--- config.mk ---
export PLATFORM = sky130hd
export DESIGN_NAME = axis_boxcar_decimator
export DESIGN_NICKNAME = d
export VERILOG_FILES = /design/src/rtl/rpspmc_axis_pkg.sv /design/src/rtl/boxcar_lane.sv /design/src/rtl/axis_boxcar_decimator.sv
export SDC_FILE = /design/constraint.sdc
export NUM_CORES = 1
export LEC_CHECK = 0
export CORE_UTILIZATION = 55
export DETAILED_ROUTE_END_ITERATION = 7
export PLACE_DENSITY = 0.76
export SYNTH_ARGS = -nofsm -noshare
export SYNTH_HDL_FRONTEND = slang
export SYNTH_SLANG_ARGS = --single-unit
--- constraint.sdc ---
create_clock -name aclk -period 10.7 [get_ports aclk]
set_input_delay 2.14 -clock aclk [delete_from_list [all_inputs] [get_ports aclk]]
set_output_delay 2.14 -clock aclk [all_outputs]
set_load 0.01 [all_outputs]
--- src/rtl/rpspmc_axis_pkg.sv ---
// Shared helpers for the RPSPMC AXI-Stream blocks: width math and lane sign extension.
package rpspmc_axis_pkg;

  // Widest vector handled by the lane sign-extension helper.
  localparam int unsigned SEXT_W = 64;

  // Ceiling log2, for sizing ports and counters.
  function automatic int unsigned clog2(input int unsigned v);
    int unsigned r;
    r = 0;
    for (int unsigned i = 0; i < 32; i++) begin
      if ((64'd1 << i) < 64'(v)) r = i + 1;
    end
    return r;
  endfunction

  // Accumulator width: holds 2^max_dec_log2 full-scale samples without overflow.
  function automatic int unsigned acc_width(input int unsigned sig_w, input int unsigned max_d);
    return sig_w + max_d;
  endfunction

  // Sign-extend the low sig_w bits of v to SEXT_W bits; bits above sig_w are ignored.
  function automatic logic [SEXT_W-1:0] sext_lane(input logic [SEXT_W-1:0] v,
                                                  input int unsigned sig_w);
    logic [SEXT_W-1:0] r;
    for (int unsigned i = 0; i < SEXT_W; i++) begin
      r[6'(i)] = (i < sig_w) ? v[6'(i)] : v[6'(sig_w - 1)];
    end
    return r;
  endfunction

endpackage

--- src/rtl/boxcar_lane.sv ---
// One lane of the boxcar decimator: accumulate samples, then round and shift to the mean.
module boxcar_lane
  import rpspmc_axis_pkg::*;
#(
  parameter int unsigned LANE_WIDTH   = 16,
  parameter int unsigned SIG_WIDTH    = 14,
  parameter int unsigned OUT_WIDTH    = 16,
  parameter int unsigned MAX_DEC_LOG2 = 8,
  parameter int unsigned DLW          = 4
) (
  input  logic                  i_clk,
  input  logic                  i_rst_n,
  input  logic [LANE_WIDTH-1:0] i_lane,
  input  logic                  i_beat,
  input  logic                  i_first,
  input  logic [DLW-1:0]        i_d,
  output logic [OUT_WIDTH-1:0]  o_mean
);

  localparam int unsigned ACC_W = acc_width(SIG_WIDTH, MAX_DEC_LOG2);

  logic signed [SEXT_W-1:0] w_ext;
  logic signed [ACC_W-1:0]  r_acc;
  logic signed [ACC_W-1:0]  w_sum;
  logic signed [ACC_W-1:0]  w_half;
  logic signed [ACC_W-1:0]  w_rnd;

  assign w_ext = sext_lane(SEXT_W'(i_lane), SIG_WIDTH);

  // First beat of a block starts from zero so a discarded partial never leaks in.
  assign w_sum = ACC_W'((i_first ? '0 : SEXT_W'(r_acc)) + w_ext);

  // Half an output LSB for round-half-up; nothing to add at D = 0.
  always_comb begin
    w_half = '0;
    if (i_d != '0) w_half = ACC_W'(1) << (i_d - 1'b1);
  end

  assign w_rnd = w_sum + w_half;

  // The mean always fits SIG_WIDTH, so resizing to OUT_WIDTH preserves the value.
  assign o_mean = OUT_WIDTH'(w_rnd >>> i_d);

  // Running sum, updated on every accepted beat.
  always_ff @(posedge i_clk or negedge i_rst_n) begin
    if (!i_rst_n) begin
      r_acc <= '0;
    end else if (i_beat) begin
      r_acc <= w_sum;
    end
  end

endmodule

--- src/rtl/axis_boxcar_decimator.sv ---
// N-lane accumulate-and-dump decimator with runtime 2^D block length and an AXIS output register.
module axis_boxcar_decimator
  import rpspmc_axis_pkg::*;
#(
  parameter int unsigned NCH          = 2,
  parameter int unsigned LANE_WIDTH   = 16,
  parameter int unsigned SIG_WIDTH    = 14,
  parameter int unsigned OUT_WIDTH    = 16,
  parameter int unsigned MAX_DEC_LOG2 = 8,
  parameter int unsigned DLW          = 4
) (
  input  logic                      aclk,
  input  logic                      aresetn,
  input  logic [NCH*LANE_WIDTH-1:0] S_AXIS_SIGNAL_tdata,
  input  logic                      S_AXIS_SIGNAL_tvalid,
  input  logic [DLW-1:0]            dec_log2,
  input  logic                      restart,
  input  logic                      clear_overrun,
  output logic [NCH*OUT_WIDTH-1:0]  M_AXIS_tdata,
  output logic                      M_AXIS_tvalid,
  input  logic                      M_AXIS_tready,
  output logic                      overrun,
  output logic [DLW-1:0]            block_d
);

  localparam logic [DLW-1:0] MaxD = DLW'(MAX_DEC_LOG2);

  logic [MAX_DEC_LOG2-1:0]  r_cnt;
  logic [DLW-1:0]           r_d_cur;
  logic [NCH*OUT_WIDTH-1:0] r_tdata;
  logic                     r_tvalid;
  logic                     r_overrun;
  logic [DLW-1:0]           r_block_d;

  logic [DLW-1:0]           w_d_req;
  logic [DLW-1:0]           w_d;
  logic                     w_first;
  logic                     w_beat;
  logic [MAX_DEC_LOG2:0]    w_blk_len;
  logic                     w_last;
  logic                     w_load;
  logic                     w_drop;
  logic [NCH*OUT_WIDTH-1:0] w_mean;

  assign w_d_req   = (dec_log2 > MaxD) ? MaxD : dec_log2;
  assign w_first   = (r_cnt == '0);
  // The block length is fixed by the value latched at the first beat.
  assign w_d       = w_first ? w_d_req : r_d_cur;
  assign w_beat    = S_AXIS_SIGNAL_tvalid & ~restart;
  assign w_blk_len = (MAX_DEC_LOG2 + 1)'(1) << w_d;
  assign w_last    = w_beat && ({1'b0, r_cnt} == (w_blk_len - 1'b1));
  assign w_load    = w_last && (!r_tvalid || M_AXIS_tready);
  assign w_drop    = w_last && r_tvalid && !M_AXIS_tready;

  for (genvar k = 0; k < NCH; k++) begin : g_lane
    boxcar_lane #(
      .LANE_WIDTH  (LANE_WIDTH),
      .SIG_WIDTH   (SIG_WIDTH),
      .OUT_WIDTH   (OUT_WIDTH),
      .MAX_DEC_LOG2(MAX_DEC_LOG2),
      .DLW         (DLW)
    ) u_lane (
      .i_clk  (aclk),
      .i_rst_n(aresetn),
      .i_lane (S_AXIS_SIGNAL_tdata[k*LANE_WIDTH +: LANE_WIDTH]),
      .i_beat (w_beat),
      .i_first(w_first),
      .i_d    (w_d),
      .o_mean (w_mean[k*OUT_WIDTH +: OUT_WIDTH])
    );
  end

  // Beat counter and per-block decimation latch; restart drops any partial block.
  always_ff @(posedge aclk or negedge aresetn) begin
    if (!aresetn) begin
      r_cnt   <= '0;
      r_d_cur <= '0;
    end else if (restart) begin
      r_cnt <= '0;
    end else if (S_AXIS_SIGNAL_tvalid) begin
      if (w_first) r_d_cur <= w_d_req;
      r_cnt <= w_last ? '0 : r_cnt + 1'b1;
    end
  end

  // Single-entry output register; a pending beat is never overwritten while stalled.
  always_ff @(posedge aclk or negedge aresetn) begin
    if (!aresetn) begin
      r_tvalid  <= 1'b0;
      r_tdata   <= '0;
      r_block_d <= '0;
    end else if (w_load) begin
      r_tvalid  <= 1'b1;
      r_tdata   <= w_mean;
      r_block_d <= w_d;
    end else if (M_AXIS_tready) begin
      r_tvalid <= 1'b0;
    end
  end

  // Sticky overrun; a new drop takes priority over a clear in the same cycle.
  always_ff @(posedge aclk or negedge aresetn) begin
    if (!aresetn) begin
      r_overrun <= 1'b0;
    end else if (w_drop) begin
      r_overrun <= 1'b1;
    end else if (clear_overrun) begin
      r_overrun <= 1'b0;
    end
  end

  assign M_AXIS_tdata  = r_tdata;
  assign M_AXIS_tvalid = r_tvalid;
  assign overrun       = r_overrun;
  assign block_d       = r_block_d;

endmodule

==> qor.yml <==
floorplanning:
  die_x_um: 139.2
  initial_core_util_pct: 56.83
  die_h_um: 139.2
  num_io_pins: 80
  num_rows: 49
  die-area_mm2: 0.01937
  core_area_mm2: 0.01821
final_layout:
  num-fill-cells: 1653
  syn_to_final_growth_pct: 11.40
  final_cells: 1635
  utilization_pct: 63.31
  multi_input_area_mm2: 0.007599
  n_antenna_cell: 0
  stdcell_area_mm2: 0.01153
  register_area_mm2: 0.002352
  drive_gt1_share_pct: 5.050
  fin_nets: 1524
timing:
  layout_setup_ws_ns: 2.805
  finalHoldViolations: 0
  relSlewSlack_pct: 39.37
  worst_pin_slew_ns: 0.9029
  max_freq_mhz: 126.7
  fin_skew_ns: 0.009831
  slew_viol_final: 0
  finalSetupViolCount: 0
  post-route-period-util_pct: 73.78
  tns_ns: 0
  rsz0062_at_grt: "no"
  fin_crit_ns: 7.895
placed_design:
  io_buffers: 75
  post-place-ws_ns: 2.575
  dp_cells: 1619
  hpwl_mm: 22.35
  placed_area_mm2: 0.01122
  gp_congestion: 0.9350
drt:
  firstDrtPassIters: 8
  drtIter0Drc: 909
  met2_length_mm: 14.38
  drc: 3
  ant_nets: 0
  totalWireLength_mm: 29.86
  vias_per_cell: 6.318
  topRoutingLayerUsed: "met4"
  drt-met1-wl_mm: 12.75
  wl_per_cell_um: 18.26
  wl_met3_mm: 1.782
  dr_total_vias: 10330
worst_setup_path:
  worst_ep_arrival_time_ns: 8.21
  cp.required_ns: 11.01
  worstSetupPathType: "in2reg"
  cp-end-kind: "flip-flop"
  cp-start-kind: "primary input"
  cp_max_fo: 24
cts:
  cts_root_buf: "clkbuf_16"
  cts_tree: "yes"
  clk_latency_ns: 0.37
  cts-hold-fix-buffers: 0
  post_cts_buffers: 0
  cts.sinks: 94
  cts.clk_slew.worst_paths_ns: 0.08
  ctsHtreeMaxLevel: 3
  cts_buffers: 9
  cts_buffer_depth: 2
  post_cts_resized: 0
global_route:
  grt_max_degree: 61
  antenna_found_initial: 0
  overflow: 0
  grt_pass1_vias: 10120
  grtUsageTotal_pct: 31.92
  grt_pass1_wl_mm: 49.99
run_status:
  violations: "DRC"
  status: "finished, violations left"
synthesis:
  synthTopCellsByCount: "nand2_1, nor2_1, dfrtp_1, o21ai_0, a21oi_1"
  synth-edff-count: 0
  ys.flop_type: "dfrtp_1"
  ys_warn_count: 0
  yosys-top-cells-area: "dfrtp_1, ha_1, nand2_1"
  yosysTopAreaCell: "dfrtp_1"
  synth_seq_area_share_pct: 22.73
  yosys_register_bits: 94
  yosysMostFrequentCell: "nand2_1"
  postSynthCellCount: 1365
  synth_area_mm2: 0.01035
  yosysUniqueCellTypes: 91
  syn_area_per_cell_um2: 7.581
  async_flop_share_pct: 100.0
  synth_top_area_share_pct: 22.73
run:
  cap_viol_max_count: 0
power_and_ir_drop:
  max-vdd-ir-drop_v: 0.00009085
  p_leak_nw: 5.277
  p_per_area_mw_per_mm2: 167.0
hold_path:
  hp-class: "reg2reg"
placed cells by master (no fill, tap or decap), types with 14 or more instances in the layout:
cell type,synthesis,layout
nand2b_1,17,16
and2_1,50,50
ha_1,77,77
o211ai_1,15,15
o21ai_0,94,94
mux2i_1,27,26
a31oi_1,23,23
nand3_1,33,33
nand2_1,240,240
a211oi_1,30,30
nor3_1,20,20
a21oi_1,91,90
clkdlybuf4s50_1,0,74
buf_4,0,14
xor2_1,23,23
a21o_1,31,31
and3_1,16,16
inv_1,36,36
nor2_1,119,119
xnor2_1,55,55
dfrtp_1,94,94
critical path, cell delays in order:
cell	delay, ns
clkdlybuf4s50_1	0.67
nor2b_1	0.15
nand3_1	0.15
and2_1	0.51
buf_4	0.38
nand2_1	0.26
nor2_1	0.38
ha_1	0.27
inv_1	0.07
fa_1	0.40
nor2b_1	0.17
o31a_1	0.23
o21ai_0	0.20
nor2_1	0.13
o221a_2	0.25
nor2b_1	0.27
a211oi_1	0.13
nor4_1	0.72
a221oi_1	0.26
a211oi_1	0.34
a21o_1	0.12
per-layer routing:
metal | vias to the layer above | GRT usage, %
li1 | 5036 | -
met5 | - | 0
met1 | 4859 | 39.53
met4 | 0 | 12.63
met2 | 359 | 55.29
met3 | 76 | 5.283
registers in the layout, summed over array words and instances, names as in the netlist:
register and count:
overrun 1, M_AXIS_tvalid 1, r_cnt 8, M_AXIS_tdata 32
block_d 4, r_d_cur 4, g_lane.u_lane.r_acc 44
per-stage QoR:
stage	hold WS [ns]	power [mW]
after global placement	0.4482	1.537
after floorplan	0.4374	1.273
after detailed placement	0.4543	1.554
after CTS	0.4715	1.910
after global routing	0.4928	2.068
final	0.4687	1.926
final cells by class:
| class | instances | share of cell area [%] |
|---|---|---|
| Inverter | 37 | 1.205 |
| Timing Repair Buffer | 88 | 7.337 |
| Sequential cell | 94 | 20.40 |
| Clock inverter | 6 | 0.6729 |
| Tap cell | 229 | 2.485 |
| Clock buffer | 10 | 1.986 |
| Multi-Input combinational cell | 1171 | 65.91 |
cell families (layout without fill, tap and decap cells):
group	after synthesis	in the layout	share of synthesized area (%)
other	1	2	0.03624
adder cells (fa/ha/maj)	81	81	10.08
AND/OR/NAND/NOR	558	558	25.75
flip-flops	94	94	22.73
multiplexers	37	37	3.700
buffers and inverters	101	141	4.086
AO/OA/AOI/OAI	415	415	27.01
XOR/XNOR	78	78	6.601
power by group:
| group | switching (mW) | internal [mW] |
|---|---|---|
| Combinational | 0.698 | 0.435 |
| Clock | 0.164 | 0.186 |
| Sequential | 0.0298 | 0.412 |
path summary, 6_finish.rpt:
kind	start	endpoint	slack (ns)	depth (start not counted)
max in group asynchronous	aresetn	M_AXIS_tdata[8]	7.81	2
hold / removal	g_lane[0].u_lane.r_acc[4]	g_lane[0].u_lane.r_acc[4]	0.47	2
setup / recovery	dec_log2[3]	M_AXIS_tdata[20]	2.81	21
min in group asynchronous	aresetn	g_lane[1].u_lane.r_acc[12]	1.78	1
hold reg to reg	g_lane[0].u_lane.r_acc[4]	g_lane[0].u_lane.r_acc[4]	0.47	2
setup reg to reg	r_cnt[0]	M_AXIS_tdata[7]	3.91	26
(Power assumes the default switching activity.)
==> RTL change (config.mk and constraints unchanged) <==
Reset style: synchronous (`aresetn` and `i_rst_n`), changed in 4 clocked blocks.
--- a/src/rtl/boxcar_lane.sv
+++ b/src/rtl/boxcar_lane.sv
@@ -42,7 +42,7 @@
   assign o_mean = OUT_WIDTH'(w_rnd >>> i_d);
 
   // Running sum, updated on every accepted beat.
-  always_ff @(posedge i_clk or negedge i_rst_n) begin
+  always_ff @(posedge i_clk) begin
     if (!i_rst_n) begin
       r_acc <= '0;
     end else if (i_beat) begin
--- a/src/rtl/axis_boxcar_decimator.sv
+++ b/src/rtl/axis_boxcar_decimator.sv
@@ -71,7 +71,7 @@
   end
 
   // Beat counter and per-block decimation latch; restart drops any partial block.
-  always_ff @(posedge aclk or negedge aresetn) begin
+  always_ff @(posedge aclk) begin
     if (!aresetn) begin
       r_cnt   <= '0;
       r_d_cur <= '0;
@@ -84,7 +84,7 @@
   end
 
   // Single-entry output register; a pending beat is never overwritten while stalled.
-  always_ff @(posedge aclk or negedge aresetn) begin
+  always_ff @(posedge aclk) begin
     if (!aresetn) begin
       r_tvalid  <= 1'b0;
       r_tdata   <= '0;
@@ -99,7 +99,7 @@
   end
 
   // Sticky overrun; a new drop takes priority over a clear in the same cycle.
-  always_ff @(posedge aclk or negedge aresetn) begin
+  always_ff @(posedge aclk) begin
     if (!aresetn) begin
       r_overrun <= 1'b0;
     end else if (w_drop) begin
Check against the original RTL: differs if aresetn is asserted again (counterexample within 4 cycles, from zero or initial values and one cycle with aresetn low); with aresetn held inactive, the same outputs for 4 cycles.
==> RTL change against the original RTL <==
Setup slack better by 0.43 ns. Hold slack worse by 0.020 ns. Design area down 2.7%. Register-to-register slack worse by 0.26 ns. Sequential cell count unchanged. Routed wire length down 4.4%. Area after synthesis down 2.6%. Highest routed layer unchanged.
Power is not compared: it rests on default switching activity, and its combinational part moved more than twofold at a synthesized area within 25%.
==> RTL change: results (changes against the original RTL) <==
| Metric | Value |
|---|---|
| Sequential fraction of the synthesis area | `0.187 (-0.0406)` |
| Fmax | `0.134 GHz (+5.8%)` |
| Maximum fanout along the worst path | `40 (+67%)` |
| Relative slew margins | `0.259 (-0.135)` |
| Fraction of area in registers | `0.168 (-0.0363)` |
| Xor/xnor share of the synthesized area | `0.0729 (+0.00686)` |
| Compound-Gate Fraction of Synth Area | `0.293 (+0.0231)` |
| Fillers | `1682 (+1.8%)` |
| Count of flip-flops and latches | `94 (unchanged)` |
| Via count | `10.5k (+1.2%)` |
| Mux contribution to synthesized area | `0.0463 (+0.00931)` |
| Most frequent cells after synthesis | `nand2_1 (178), a21oi_1 (141), nor2_1 (120)` |
| Synth top area cells | `dfxtp_1 (19%), ha_1 (9.6%), a21oi_1 (7.0%)` |
| Via density | `6.33 (+0.14%)` |
| Largest net degree at the start of global routing | `56 (-8.2%)` |
| Cells after Synth | `1395 (+2.2%)` |
| Placer Congestion | `0.952 (+1.9%)` |
| Post-DP HPWL | `20900 um (-6.5%)` |
| Non-clk invs | `30 (-19%)` |
| Total Nets Final | `1541 (+1.1%)` |
| First-pass DRT Iterations | `5 (-3)` |
| Dominant cell type by area after synthesis | `dfxtp_1` |
| Post-Synth Adder-Cell Area | `0.104 (+0.00270)` |
| Async set-or-reset flop fraction in the synthesized netlist | `0 (-1.00)` |
| Non-clk buf share | `0.0756 (+0.00223)` |
| Wirelength, routed | `28600 um (-4.4%)` |
| Critical path origin | `dec_log2[0]` |
| Post-DP Area | `10900 sq um (-2.6%)` |
| RR Endpoint | `M_AXIS_tdata[21]` |
| First-pass GRT wire length | `46100 um (-7.7%)` |
| Vias in the first global route | `9435 (-6.8%)` |
| Worst slack, placed | `3.05 ns (+0.478 ns)` |
| Status | `completed` |
| Yosys cell types | `87 (-4.4%)` |
| Multi-input gate area | `7800 sq um (+2.7%)` |
-- RTL change: cell types whose count changed in the layout (fill, tap and decap cells not counted), moves of 10 or more --
cell      change
o21ai_1      +20
o211ai_1     +12
o21ai_0      -35
a21oi_1      +51
nor3_1       +20
nand4_1      +11
nand2_1      -62
or3_1        +10
dfxtp_1      +94
dfrtp_1      -94
-- RTL change: worst max-delay path, cell delays in order --
cell	delay, ns
clkdlybuf4s50_1	0.52
nor2b_1	0.18
and3_1	0.26
or2_1	0.13
buf_4	0.37
nand2_1	0.34
nor2_1	0.31
ha_1	0.25
inv_1	0.07
fa_1	0.41
nor2b_1	0.14
o21ai_0	0.13
a21oi_1	0.26
nor2_1	0.12
o31ai_1	0.45
nand3b_1	0.22
or3_1	0.45
nand3_1	0.12
nand3_1	0.16
a221oi_1	0.53
o21a_1	0.19
-- RTL change: layer usage --
metal,part of all wire,vias up,global-route usage
li1,-,5156,-
met1,0.43,4889,0.390
met2,0.48,339,0.522
met3,0.057,68,0.0423
met4,0.035,0,0.130
met5,0,-,0
